[src/rtl/multicycle_controller_if.sv]
// Control bundle between the multicycle RV32I datapath (master) and its controller (slave).
// The controller exposes its state on State for checkers and debug.
interface multicycle_controller_if;
  // Memory handshake: the controller holds the request (address select, MemWrite, or the
  // FETCH enables) steady each cycle. The access completes in the cycle MemReady is high.
  // MemReady may stay low for any number of cycles, and nothing advances until it is high.
  logic [6:0] Op;
  logic       Zero;
  logic       MemReady;
  logic       PCWrite;
  logic       AdrSrc;
  logic       MemWrite;
  logic       IRWrite;
  logic       RegWrite;
  logic [1:0] ResultSrc;
  logic [1:0] ALUSrcA;
  logic [1:0] ALUSrcB;
  logic [1:0] ImmSrc;
  logic [1:0] ALUOp;
  logic [3:0] State;
  logic       IllegalOp;

  modport master (
    output Op, Zero, MemReady,
    input  PCWrite, AdrSrc, MemWrite, IRWrite, RegWrite, ResultSrc,
           ALUSrcA, ALUSrcB, ImmSrc, ALUOp, State, IllegalOp
  );

  modport slave (
    input  Op, Zero, MemReady,
    output PCWrite, AdrSrc, MemWrite, IRWrite, RegWrite, ResultSrc,
           ALUSrcA, ALUSrcB, ImmSrc, ALUOp, State, IllegalOp
  );
endinterface

[src/rtl/multicycle_controller.sv]
// Control FSM for the multicycle RV32I core. It is a Moore machine with Mealy terms for MemReady and Zero.
// Optional macro MCYC_INSTR_CNT_EN adds the InstrCount retired-fetch counter output.
module multicycle_controller #(
  parameter logic [3:0] RESET_STATE = 4'd0
) (
  input logic                  clk,
  input logic                  rst_n,
  multicycle_controller_if.slave bus
`ifdef MCYC_INSTR_CNT_EN
  ,
  output logic [31:0]          InstrCount
`endif
);

  typedef enum logic [3:0] {
    FETCH    = 4'd0,
    DECODE   = 4'd1,
    MEMADR   = 4'd2,
    MEMREAD  = 4'd3,
    MEMWB    = 4'd4,
    MEMWRITE = 4'd5,
    EXECUTER = 4'd6,
    EXECUTEI = 4'd7,
    ALUWB    = 4'd8,
    BEQ      = 4'd9,
    JAL      = 4'd10,
    TRAP     = 4'd11
  } state_t;

  localparam logic [6:0] OP_LOAD  = 7'b0000011;
  localparam logic [6:0] OP_STORE = 7'b0100011;
  localparam logic [6:0] OP_RTYPE = 7'b0110011;
  localparam logic [6:0] OP_ITYPE = 7'b0010011;
  localparam logic [6:0] OP_BEQ   = 7'b1100011;
  localparam logic [6:0] OP_JAL   = 7'b1101111;

  state_t r_state;
  state_t w_next;
  logic   w_pcwrite;
  logic   w_irwrite;
  logic   w_regwrite;
  logic   w_memwrite;

  always_ff @(posedge clk or negedge rst_n) begin
    if (!rst_n) r_state <= state_t'(RESET_STATE);
    else        r_state <= w_next;
  end

  always_comb begin
    w_next         = FETCH;
    w_pcwrite      = 1'b0;
    w_irwrite      = 1'b0;
    w_regwrite     = 1'b0;
    w_memwrite     = 1'b0;
    bus.AdrSrc     = 1'b0;
    bus.ResultSrc  = 2'b00;
    bus.ALUSrcA    = 2'b00;
    bus.ALUSrcB    = 2'b00;
    bus.ALUOp      = 2'b00;
    bus.IllegalOp  = 1'b0;
    case (r_state)
      FETCH: begin
        bus.ALUSrcB   = 2'b10;
        bus.ResultSrc = 2'b10;
        w_irwrite     = bus.MemReady;
        w_pcwrite     = bus.MemReady;
        w_next        = bus.MemReady ? DECODE : FETCH;
      end
      DECODE: begin
        // PC-relative branch target is computed here and parked in ALUOut.
        bus.ALUSrcA = 2'b01;
        bus.ALUSrcB = 2'b01;
        case (bus.Op)
          OP_LOAD, OP_STORE: w_next = MEMADR;
          OP_RTYPE:          w_next = EXECUTER;
          OP_ITYPE:          w_next = EXECUTEI;
          OP_BEQ:            w_next = BEQ;
          OP_JAL:            w_next = JAL;
          default:           w_next = TRAP;
        endcase
      end
      MEMADR: begin
        bus.ALUSrcA = 2'b10;
        bus.ALUSrcB = 2'b01;
        w_next      = (bus.Op == OP_LOAD) ? MEMREAD : MEMWRITE;
      end
      MEMREAD: begin
        bus.AdrSrc = 1'b1;
        w_next     = bus.MemReady ? MEMWB : MEMREAD;
      end
      MEMWB: begin
        bus.ResultSrc = 2'b01;
        w_regwrite    = 1'b1;
      end
      MEMWRITE: begin
        bus.AdrSrc = 1'b1;
        w_memwrite = 1'b1;
        w_next     = bus.MemReady ? FETCH : MEMWRITE;
      end
      EXECUTER: begin
        bus.ALUSrcA = 2'b10;
        bus.ALUOp   = 2'b10;
        w_next      = ALUWB;
      end
      EXECUTEI: begin
        bus.ALUSrcA = 2'b10;
        bus.ALUSrcB = 2'b01;
        bus.ALUOp   = 2'b10;
        w_next      = ALUWB;
      end
      ALUWB: w_regwrite = 1'b1;
      BEQ: begin
        bus.ALUSrcA = 2'b10;
        bus.ALUOp   = 2'b01;
        w_pcwrite   = bus.Zero;
      end
      JAL: begin
        // PC <= branch target from DECODE, while the ALU forms OldPC+4 for the rd writeback.
        bus.ALUSrcA = 2'b01;
        bus.ALUSrcB = 2'b10;
        w_pcwrite   = 1'b1;
        w_next      = ALUWB;
      end
      TRAP: begin
        bus.IllegalOp = 1'b1;
        w_next        = TRAP;
      end
      default: w_next = FETCH;
    endcase
  end

  always_comb begin
    case (bus.Op)
      OP_STORE: bus.ImmSrc = 2'b01;
      OP_BEQ:   bus.ImmSrc = 2'b10;
      OP_JAL:   bus.ImmSrc = 2'b11;
      default:  bus.ImmSrc = 2'b00;
    endcase
  end

  // Reset gates the enables combinationally, so an abandoned instruction never writes.
  assign bus.PCWrite  = w_pcwrite  & rst_n;
  assign bus.IRWrite  = w_irwrite  & rst_n;
  assign bus.RegWrite = w_regwrite & rst_n;
  assign bus.MemWrite = w_memwrite & rst_n;
  assign bus.State    = r_state;

`ifdef MCYC_INSTR_CNT_EN
  logic [31:0] r_instr_cnt;

  always_ff @(posedge clk or negedge rst_n) begin
    if (!rst_n)                              r_instr_cnt <= '0;
    else if ((r_state == FETCH) && w_irwrite) r_instr_cnt <= r_instr_cnt + 32'd1;
  end

  assign InstrCount = r_instr_cnt;
`endif

endmodule

[src/flat_wrapper.sv]
// flat-port wrapper written by rule: the top's interface ports become plain ports
module multicycle_controller_flat 
#(
  parameter logic [3:0] RESET_STATE = 4'd0
)
  (clk, rst_n, bus_Op, bus_Zero, bus_MemReady, bus_PCWrite, bus_AdrSrc, bus_MemWrite, bus_IRWrite, bus_RegWrite, bus_ResultSrc, bus_ALUSrcA, bus_ALUSrcB, bus_ImmSrc, bus_ALUOp, bus_State, bus_IllegalOp);
  multicycle_controller_if bus_i ();
  input logic clk;
  input logic rst_n;
  input wire logic [$bits(bus_i.Op)-1:0] bus_Op;
  input wire logic [$bits(bus_i.Zero)-1:0] bus_Zero;
  input wire logic [$bits(bus_i.MemReady)-1:0] bus_MemReady;
  output wire logic [$bits(bus_i.PCWrite)-1:0] bus_PCWrite;
  output wire logic [$bits(bus_i.AdrSrc)-1:0] bus_AdrSrc;
  output wire logic [$bits(bus_i.MemWrite)-1:0] bus_MemWrite;
  output wire logic [$bits(bus_i.IRWrite)-1:0] bus_IRWrite;
  output wire logic [$bits(bus_i.RegWrite)-1:0] bus_RegWrite;
  output wire logic [$bits(bus_i.ResultSrc)-1:0] bus_ResultSrc;
  output wire logic [$bits(bus_i.ALUSrcA)-1:0] bus_ALUSrcA;
  output wire logic [$bits(bus_i.ALUSrcB)-1:0] bus_ALUSrcB;
  output wire logic [$bits(bus_i.ImmSrc)-1:0] bus_ImmSrc;
  output wire logic [$bits(bus_i.ALUOp)-1:0] bus_ALUOp;
  output wire logic [$bits(bus_i.State)-1:0] bus_State;
  output wire logic [$bits(bus_i.IllegalOp)-1:0] bus_IllegalOp;
  assign bus_i.Op = bus_Op;
  assign bus_i.Zero = bus_Zero;
  assign bus_i.MemReady = bus_MemReady;
  assign bus_PCWrite = bus_i.PCWrite;
  assign bus_AdrSrc = bus_i.AdrSrc;
  assign bus_MemWrite = bus_i.MemWrite;
  assign bus_IRWrite = bus_i.IRWrite;
  assign bus_RegWrite = bus_i.RegWrite;
  assign bus_ResultSrc = bus_i.ResultSrc;
  assign bus_ALUSrcA = bus_i.ALUSrcA;
  assign bus_ALUSrcB = bus_i.ALUSrcB;
  assign bus_ImmSrc = bus_i.ImmSrc;
  assign bus_ALUOp = bus_i.ALUOp;
  assign bus_State = bus_i.State;
  assign bus_IllegalOp = bus_i.IllegalOp;
  multicycle_controller #(.RESET_STATE(RESET_STATE)) u_core (.clk(clk), .rst_n(rst_n), .bus(bus_i));
endmodule
[config.mk]
export PLATFORM = sky130hd
export DESIGN_NAME = multicycle_controller_flat
export DESIGN_NICKNAME = d
export VERILOG_FILES = /design/src/rtl/multicycle_controller_if.sv /design/src/rtl/multicycle_controller.sv /design/src/flat_wrapper.sv
export SDC_FILE = /design/constraint.sdc
export NUM_CORES = 1
export LEC_CHECK = 0
export ABC_AREA = 0
export BUFFER_PORTS_ARGS = -buffer_cell sky130_fd_sc_hd__buf_2
export CAP_MARGIN = 20
export CORE_MARGIN = 1.5
export CORE_UTILIZATION = 45
export CTS_BUF_LIST = sky130_fd_sc_hd__clkbuf_4 sky130_fd_sc_hd__clkbuf_8
export CTS_CLUSTER_DIAMETER = 30
export DETAILED_ROUTE_END_ITERATION = 8
export PLACE_DENSITY = 0.82
export SLEW_MARGIN = 20
export SYNTH_ARGS = -nofsm -noshare
export SYNTH_HDL_FRONTEND = slang
export SYNTH_SLANG_ARGS = --single-unit
[constraint.sdc]
create_clock -name clk -period 2.7 [get_ports clk]
set_clock_uncertainty 0.2 [all_clocks]
set_input_delay 0.135 -clock clk [delete_from_list [all_inputs] [get_ports clk]]
set_output_delay 0.135 -clock clk [all_outputs]
set_load 0.05 [all_outputs]
; Word-level counts from Yosys, hierarchy flattened
; Index checks and enable logic that the tools add are counted.
[totals]
register_bits = 4
inputBits = 11
output_inout_bits = 20
elab_cells = 49
[op_classes]
n_eq_ne = 17
muxes = 17
n_bitwise = 4
reduce_logical = 10
[op_table]
columns = op, n
row1 = 4-bit one-hot mux with 7 select lines, 1
row2 = 4-bit one-hot mux with 5 select lines, 1
row3 = 4-bit by 3-bit equality test with 1-bit output (second input constant), 4
row4 = 4-bit equality test (second input constant), 4
row5 = 2-bit one-hot mux with 2 select lines, 4
row6 = 7-bit by 6-bit equality test with 1-bit output (second input constant), 2
row7 = 7-bit equality test (second input constant), 2
row8 = 2-bit OR reduction, 6
row9 = 3-bit two-way mux, 3
row10 = 4-bit by 2-bit equality test with 1-bit output (second input constant), 2
row11 = 7-bit by 2-bit equality test with 1-bit output (second input constant), 1
row12 = 7-bit by 5-bit equality test with 1-bit output (second input constant), 1
row13 = 1-bit two-way mux, 6
row14 = 2-bit one-hot mux with 3 select lines, 1
row15 = 3-bit OR reduction, 2
row16 = 1-bit AND, 4
row17 = 4-bit by 1-bit equality test with 1-bit output (second input constant), 1
row18 = 4-bit logical NOT, 1
row19 = 4-bit OR reduction, 1
row20 = 1-bit one-hot mux with 3 select lines, 1

; Longest topological paths before layout
; Gate-level depths: netlist of the first run.
[logic_depth]
word_depth = 4
mapped_depth = 6
depth_no_buf = 4

; Worst setup path after synthesis of the first run
; No wires, ideal clock.
[synth_path]
path_type = reg2out
start = register u_core.r_state[3], in the netlist u_core.bus.State[3]
end = output port bus_PCWrite
t_arrival_ps = 2684
required_time_ps = 2365
setup_slack_ps = -319
stages_incl_launch_ff = 5
path_buffers = 1
cell_sequence = dfrtp_1 buf_6 xor2_1 nor3_1 o2111a_1
[synth_via]
elab_chain_len = 3
elab_cells_between_ends = 5
cone_classes = eq/ne: 2 / mux: 1 / bitwise: 1 / reduce/logical: 1
[synth_rtl]
columns = element, line_no
row1 = start: declaration, multicycle_controller.sv:37  ; state_t r_state;
row2 = start signal: assignment, multicycle_controller.sv:45  ; if (!rst_n) r_state <= state_t'(RESET_STATE);
row3 = start signal: assignment, multicycle_controller.sv:46  ; else r_state <= w_next;
row4 = 4-bit equality test / 4-bit logical NOT (equally long branches), multicycle_controller.sv:61  ; case (r_state)
row5 = 1-bit one-hot mux with 3 select lines *, multicycle_controller.sv:61
row6 = 1-bit AND *, multicycle_controller.sv:142  ; assign bus.PCWrite = w_pcwrite & rst_n;
row7 = end: declaration, flat_wrapper.sv:13  ; output wire logic [$bits(bus_i.PCWrite)-1:0] bus_PCWrite;
; Every way passes the cells marked *; elsewhere a longest branch is shown, timed or not.

; Worst setup path in the final report of the first run
[layout_path]
start = register u_core.r_state[0], in the netlist u_core.bus.State[0]
end = output port bus_PCWrite
; The elaborated chain is that of the path after synthesis.

==> results of run 1 <==
-- worst min-delay path: cells and delay by family --
family / cells / cell delay, ns
buf+inv: 1 / 0.15
simple gates: 2 / 0.14
-- area by class of cell --
type,count,area share (%)
Inverter,5,2.44
Multi-Input combinational cell,65,58.4
Timing Repair Buffer,31,20.8
Clock buffer,3,2.93
Tap cell,15,2.44
Sequential cell,4,13.0
-- Yosys cell counts (all sizes together) --
library cell | number | share of area (%)
or3 | 1 | 1.0
nand2b | 1 | 1.0
a21o | 1 | 1.2
and3b | 2 | 2.9
o2111a | 1 | 1.9
o32ai | 1 | 1.4
nand2 | 9 | 5.6
a2bb2oi | 2 | 2.9
nand3 | 5 | 4.1
nand4 | 1 | 1.0
nor3 | 5 | 4.1
a2111oi | 1 | 2.5
xor2 | 3 | 4.3
a211oi | 1 | 1.2
nor4 | 1 | 1.0
and4 | 1 | 1.4
a21oi | 3 | 2.5
and2 | 3 | 3.5
and3 | 4 | 4.1
a31oi | 2 | 2.1
inv | 5 | 3.1
buf | 7 | 7.9
xnor2 | 1 | 1.4
nor2 | 5 | 4.3
nand3b | 2 | 2.5
a311o | 1 | 1.7
o21ai | 2 | 1.7
nor4b | 1 | 3.9
nor2b | 4 | 5.4
dfrtp | 4 | 17
o221ai | 1 | 1.4
-- what timing repair did --
item,CTS,global route
hold endpoints to repair,4,0
hold buffers,1,0
gates resized for setup,0,0
-- worst paths after layout --
check                      cells past startpoint                  end
min in group asynchronous                      2  u_core.bus.State[1]
max in group asynchronous                      2  u_core.bus.State[0]
min                                            3  u_core.bus.State[2]
max reg2reg                                    3  u_core.bus.State[0]
max                                            5          bus_PCWrite
min reg2reg                                    2  u_core.bus.State[3]
-- power by group --
group / leakage (uW) / switching, uW / internal [uW]
registers: 0.0000512 / 104 / 83.8
clock network: 0.0000138 / 23.7 / 49.6
logic: 0.000352 / 543 / 217
-- kinds of logic (layout without fill, tap and decap cells) --
| family | Yosys count | in the layout | share of synthesized area (%) |
|---|---|---|---|
| buffers and inverters | 12 | 39 | 11.0 |
| AO/OA/AOI/OAI | 16 | 16 | 20.5 |
| flip-flops | 4 | 4 | 16.6 |
| AND/OR/NAND/NOR | 45 | 45 | 46.2 |
| XOR/XNOR | 4 | 4 | 5.80 |
-- cell usage in the layout, fill, tap and decap left out, drive strengths merged, types with 2 or more instances in the layout --
cell,n
nand2,9
nor2b,4
clkbuf,3
a21oi,3
nor2,5
nand3b,2
dfrtp,4
and3b,2
and2,3
inv,5
buf,30
a2bb2oi,2
and3,4
nor3,5
a31oi,2
nand3,5
o21ai,2
xor2,3
-- routing by layer --
| metal | global-route usage (%) | part of all wire (%) |
|---|---|---|
| met5 | 0 | 0 |
| met1 | 25.4 | 46 |
| met4 | 5.17 | 0 |
| met2 | 37.3 | 50 |
| met3 | 6.82 | 4.1 |
-- metrics by stage --
step / instance area (sq um) / total power [uW]
after floorplan: 616 / 830
after global placement: 737 / 939
after detailed placement: 737 / 947
after CTS: 769 / 1030
after global routing: 769 / 1100
final: 769 / 1020
==> impl_metrics.ini, run 1 <==
[status]
status = completed

[pwr]
power_density_nw_per_um2 = 1330
p_leak_uw = 0.000417
ir_drop_mv = 0.825

[floorplan]
die_area_sq_um = 1570
start_util_pct = 47.6
rows = 13
fp.dieH_um = 39.6
core_sq_um = 1270
die_w_um = 39.6
pin_count = 31

[layout]
multi_input_area_sq_um = 449
area_delta_synth_final_pct = 27.3
nFillCells = 118
drive_above_1_share_pct = 37.0
fin_util_pct = 60.7
finalNonFillerCells = 123
largest_reg_flops = 4
ff_latch_area_sq_um = 100
diodes = 0
fin_nets = 121

[logic_synthesis]
syn-cell-area_sq_um = 604
syn_inst = 81
synth_area_per_cell_sq_um = 7.46
ys_seq_elements = 4
syn-num-nets = 92
ys_seq_area_share_pct = 16.6
ys_warn_count = 0
synth_cell_types = 35

[timing]
whs_ns = 0.0357
worst_slew_pin_slew_ns = 0.598
period_share_pct = 89.5
slew_headroom_pct = 60.1
finalWorstSetupSlack_ns = 0.282
clock.fmax_mhz = 414
rsz0062_at_grt = no
setup_viol = 0
tns_ns = 0
drv_slew = 0
hold_viol = 0
finalCriticalPeriod_ns = 2.42

[routing]
drt_iter0_markers = 4
vias_per_cell = 5.34
wl_per_cell_um = 11.8
ant_nets = 0
drc_errors = 0
vias = 657
finalWirelength_um = 1450
dr.pass1.iters = 4

[global_route]
grt.overflow.total = 0
antenna_found_initial = 0
grt_max_degree = 19
grt_pass1_vias = 537
grt_pass1_wl_um = 2260
track_usage_pct = 21.6

[setup_path]
crit_required_ns = 2.37
start_kind = register
cp_slowest_cell = dfrtp_1
crit_path_start = u_core.bus.State[0]
end_kind = output port
rr_startpoint = u_core.bus.State[0]
arrival_ns = 2.08
path_buf_inv = 1
critical-path-max-stage-delay_ns = 0.60
r2r_slack_ns = 0.90
cp_cell_sequence = nor2b_1, a21oi_1, o32ai_1, o2111a_1, buf_2
crit_fanout = 13
critPathKind = reg2out
timing.critical_path.max_delay_family = flip-flops

[cts]
path_clk_slew_ns = 0.03
cts_max_path_buffers = 2
cts_root_buf = clkbuf_4
insertion_delay_ns = 0.23
post_cts_buffers = 0
cts_tree = built
cts.sinks = 4
htreeDepth = 1
numCtsBuffers = 3

[placement]
place_congestion = 0.824
dpl.hpwl_um = 1120
place_ws_ns = 0.555
port_buffers = 30
place_inst = 119

[hold_path]
hold_class = in2reg
worstHoldStart = bus_Op[4]

[flow_run]
maxCapViolCount = 0
Note: power is estimated with default switching activity, not from simulation.
==> inputs of run 2 (changes only) <==
--- a/config.mk
+++ b/config.mk
@@ -7,13 +7,15 @@
 export LEC_CHECK = 0
 export ABC_AREA = 0
 export BUFFER_PORTS_ARGS = -buffer_cell sky130_fd_sc_hd__buf_2
-export CAP_MARGIN = 20
+export CELL_PAD_IN_SITES_DETAIL_PLACEMENT = 2
+export CELL_PAD_IN_SITES_GLOBAL_PLACEMENT = 2
+export CORE_ASPECT_RATIO = 1.25
 export CORE_MARGIN = 1.5
-export CORE_UTILIZATION = 45
+export CORE_UTILIZATION = 25
 export CTS_BUF_LIST = sky130_fd_sc_hd__clkbuf_4 sky130_fd_sc_hd__clkbuf_8
 export CTS_CLUSTER_DIAMETER = 30
 export DETAILED_ROUTE_END_ITERATION = 8
-export PLACE_DENSITY = 0.82
+export PLACE_DENSITY = 0.87
 export SLEW_MARGIN = 20
 export SYNTH_ARGS = -nofsm -noshare
 export SYNTH_HDL_FRONTEND = slang
==> impl_metrics.ini, run 2 (synthesized netlist as in run 1, its figures left out) <==
[timing]
tns_ns = 0
rsz0062_at_grt = no
setup_viol = 0
whs_ns = 0.0724
worst_slew_pin_slew_ns = 0.628
clock.fmax_mhz = 421
slew_headroom_pct = 58.2
finalCriticalPeriod_ns = 2.38
finalWorstSetupSlack_ns = 0.322
hold_viol = 0
period_share_pct = 88.1
drv_slew = 0

[placement]
dpl.hpwl_um = 1810
port_buffers = 30
place_congestion = 0.835
place_ws_ns = 0.579

[setup_path]
start_kind = register
crit_required_ns = 2.37
crit_fanout = 11
r2r_slack_ns = 0.89
rr_endpoint = u_core.bus.State[1]
r2r_cells = 4
arrival_ns = 2.04
critPathKind = reg2out
end_kind = output port
crit_path_start = u_core.bus.State[1]
rr_startpoint = u_core.bus.State[2]

[floorplan]
core_sq_um = 2230
rows = 19
pin_count = 31
die_w_um = 47.0
start_util_pct = 27.0
fp.dieH_um = 58.0
die_area_sq_um = 2720

[layout]
drive_above_1_share_pct = 38.2
area_delta_synth_final_pct = 33.1
final_cell_mix = buf_2, nand2_1, inv_1, nand3_1
fin_util_pct = 36.0
final_common_cell = buf_2
diodes = 0
largest_reg_flops = 4
nFillCells = 296
fin_nets = 123

[routing]
wl_per_cell_um = 15.6
finalWirelength_um = 2200
vias_per_cell = 5.19
ant_nets = 0
dr.pass1.iters = 3
drt_iter0_markers = 3
vias = 732
drc_errors = 0

[global_route]
grt.overflow.total = 0
grt_max_degree = 18
track_usage_pct = 18.2
antenna_found_initial = 0
grt_pass1_wl_um = 3640
grt_pass1_vias = 769

[cts]
cts_root_buf = clkbuf_4
post_cts_buffers = 0
cts_max_path_buffers = 2
numCtsBuffers = 3
htreeDepth = 1
cts_tree = built
cts.sinks = 4
insertion_delay_ns = 0.23
path_clk_slew_ns = 0.04

[status]
status = completed

[flow_run]
maxCapViolCount = 0

[pwr]
power_density_nw_per_um2 = 1340
p_leak_uw = 0.000428
ir_drop_mv = 0.492

[hold_path]
hold_class = in2async
run 2: cell count changes in the layout (fill, tap and decap cells not counted):
cell and change:
buf_4 +2
run 2: cell type report:
cell class | count | area, sq um | area share [%]
Clock buffer | 3 | 22.5 | 2.80
Tap cell | 31 | 38.8 | 4.82
Sequential cell | 4 | 100 | 12.4
Inverter | 5 | 18.8 | 2.33
Multi-Input combinational cell | 65 | 449 | 55.8
Timing Repair Buffer | 33 | 175 | 21.8
run 2: how the worst max path moves through the flow:
| stage | endpoint | slack [ns] | cells after the start |
|---|---|---|---|
| floorplan | bus_ALUSrcB[0] | 0.009 | 4 |
| global placement | bus_PCWrite | 0.73 | 5 |
| detailed placement | bus_PCWrite | 0.58 | 5 |
| CTS | bus_PCWrite | 0.32 | 5 |
| global route | bus_PCWrite | 0.16 | 5 |
| finish | bus_PCWrite | 0.32 | 5 |
run 2: metal layers:
metal  share of wire, %  track usage [%]
met1                 39             20.5
met2                 56             33.3
met3                4.3             2.80
met4                  0             5.95
met5                  0                0
run 2: repair_timing:
| action | 4_1_cts | 5_1_grt |
|---|---|---|
| hold buffers | 1 | 0 |
| gates resized for setup | 0 | 0 |
| endpoints found under the hold margin | 4 | 0 |
run 2: report_power, final:
group / leakage, uW / internal, uW / total [uW] / switching [uW]
Combinational: 0.000362 / 234 / 846 / 612
Clock: 0.0000138 / 49.7 / 74.2 / 24.5
Sequential: 0.0000512 / 84.4 / 159 / 74.9
Total: 0.000428 / 368 / 1080 / 711
run 2: worst max-delay path, cell delays in order, from the launching register on:
cell      delay, ns
dfrtp_1        0.49
nor2b_1        0.50
a21oi_1        0.15
o32ai_1        0.16
o2111a_1       0.24
buf_2          0.27
run 2: stage by stage:
stage          power [uW]  cell area [sq um]  cells
2_1_floorplan         830                616     81
3_3_place_gp          978                772    137
3_5_place_dp         1010                772    137
4_1_cts              1090                805    141
5_1_grt              1150                805    141
6_report             1080                805    141
==> inputs of run 3 (changes only) <==
--- a/config.mk
+++ b/config.mk
@@ -7,7 +7,7 @@
 export LEC_CHECK = 0
 export ABC_AREA = 0
 export BUFFER_PORTS_ARGS = -buffer_cell sky130_fd_sc_hd__buf_2
-export CELL_PAD_IN_SITES_DETAIL_PLACEMENT = 2
+export CELL_PAD_IN_SITES_DETAIL_PLACEMENT = 1
 export CELL_PAD_IN_SITES_GLOBAL_PLACEMENT = 2
 export CORE_ASPECT_RATIO = 1.25
 export CORE_MARGIN = 1.5
==> impl_metrics.ini, run 3 (synthesized netlist as in run 1, its figures left out) <==
[layout]
finalNonFillerCells = 141
final_cell_mix = buf_2, nand2_1, inv_1, nand3_1
ff_latch_area_sq_um = 100
drive_above_1_share_pct = 38.2
final_common_cell = buf_2
fin_nets = 123
diodes = 0
multi_input_area_sq_um = 449
largest_reg_flops = 4
area_delta_synth_final_pct = 33.1
fin_area_sq_um = 805
nFillCells = 309

[global_route]
grt_pass1_wl_um = 3130
grt.overflow.total = 0
track_usage_pct = 15.8
grt_pass1_vias = 675
grt_max_degree = 18
antenna_found_initial = 0

[timing]
slew_headroom_pct = 58.5
whs_ns = 0.0534
setup_viol = 0
rsz0062_at_grt = no
worst_slew_pin_slew_ns = 0.622
tns_ns = 0
finalWorstSetupSlack_ns = 0.380
finalCriticalPeriod_ns = 2.32
hold_viol = 0
period_share_pct = 85.9
clock.fmax_mhz = 431
drv_slew = 0

[cts]
path_clk_slew_ns = 0.04
cts_tree = built
cts.sinks = 4
htreeDepth = 1
cts_max_path_buffers = 2
cts_root_buf = clkbuf_4
insertion_delay_ns = 0.24
numCtsBuffers = 3

[setup_path]
arrival_ns = 1.99
end_kind = output port
crit_required_ns = 2.37
start_kind = register
critPathKind = reg2out
crit_fanout = 11

[pwr]
p_seq_share_pct = 14.4
p_leak_uw = 0.000428
internal_power_uw = 368
power_density_nw_per_um2 = 1330
p_sw_share_pct = 65.6
combPwrFrac_pct = 78.4
ir_drop_mv = 0.428
clock_power_share_pct = 7.2
switching_power_uw = 701

[placement]
dpl.hpwl_um = 1510
place_congestion = 0.835
placed_area_sq_um = 772
place_inst = 137
place_ws_ns = 0.645
port_buffers = 30

[routing]
finalWirelength_um = 1950
wl_per_cell_um = 13.8
dr.pass1.iters = 4
drt_iter0_markers = 7
vias_per_cell = 5.09
drc_errors = 0
ant_nets = 0
vias = 718

[floorplan]
core_sq_um = 2230
fp.dieH_um = 58.0
start_util_pct = 27.0
die_area_sq_um = 2720
pin_count = 31
die_w_um = 47.0
rows = 19

[flow_run]
maxCapViolCount = 0

[hold_path]
hold_class = in2async

[status]
status = completed
-- run 3: cell type report --
| class | count | area share [%] |
|---|---|---|
| well taps | 31 | 4.82 |
| flip-flops and latches | 4 | 12.4 |
| multi-input cells | 65 | 55.8 |
| clock buffers | 3 | 2.80 |
| repair buffers | 33 | 21.8 |
| inverters | 5 | 2.33 |
-- run 3: layer usage --
layer | GRT usage [%] | share of wire [%] | vias up
met3 | 3.12 | 4.1 | 2
met2 | 26.6 | 51 | 27
met1 | 19.2 | 43 | 335
met5 | 0 | 0 | -
li1 | - | - | 354
met4 | 5.95 | 0.87 | 0
-- run 3: repair_timing --
item | 4_1_cts | 5_1_grt
buffers inserted | 0 | 0
hold endpoints to repair | 4 | 0
resized for setup | 0 | 0
hold buffers | 1 | 0
-- run 3: worst paths after layout --
| kind | start | slack (ns) | cells past startpoint | endpoint |
|---|---|---|---|---|
| setup / recovery | u_core.bus.State[1] | 0.38 | 5 | bus_PCWrite |
| hold / removal | rst_n | 0.05 | 2 | u_core.bus.State[1] |
| hold reg to reg | u_core.bus.State[1] | 0.49 | 2 | u_core.bus.State[3] |
| max in group asynchronous | rst_n | 2.09 | 2 | u_core.bus.State[3] |
| min in group clk | bus_Op[4] | 0.06 | 3 | u_core.bus.State[2] |
| setup reg to reg | u_core.bus.State[2] | 0.90 | 4 | u_core.bus.State[1] |
-- run 3: power by group through the flow --
stage | Sequential, uW | Combinational [uW] | Clock [uW]
after floorplan | 192 | 638 | 0
after global placement | 153 | 825 | 0
after detailed placement | 155 | 838 | 0
after CTS | 154 | 841 | 79.8
after global routing | 163 | 889 | 83.0
final | 154 | 839 | 76.9
-- run 3: worst max-delay path, cell delays in order, from the launching register on --
cell	delay, ns
dfrtp_1	0.48
nor2b_1	0.48
a21oi_1	0.14
o32ai_1	0.14
o2111a_1	0.23
buf_2	0.26
-- run 3: per-stage QoR --
step                total power (uW)  util [%]
floorplan                        830         -
global placement                 978      34.5
detailed placement               993      34.5
CTS                             1070      36.0
global route                    1140      36.0
finish                          1070      36.0
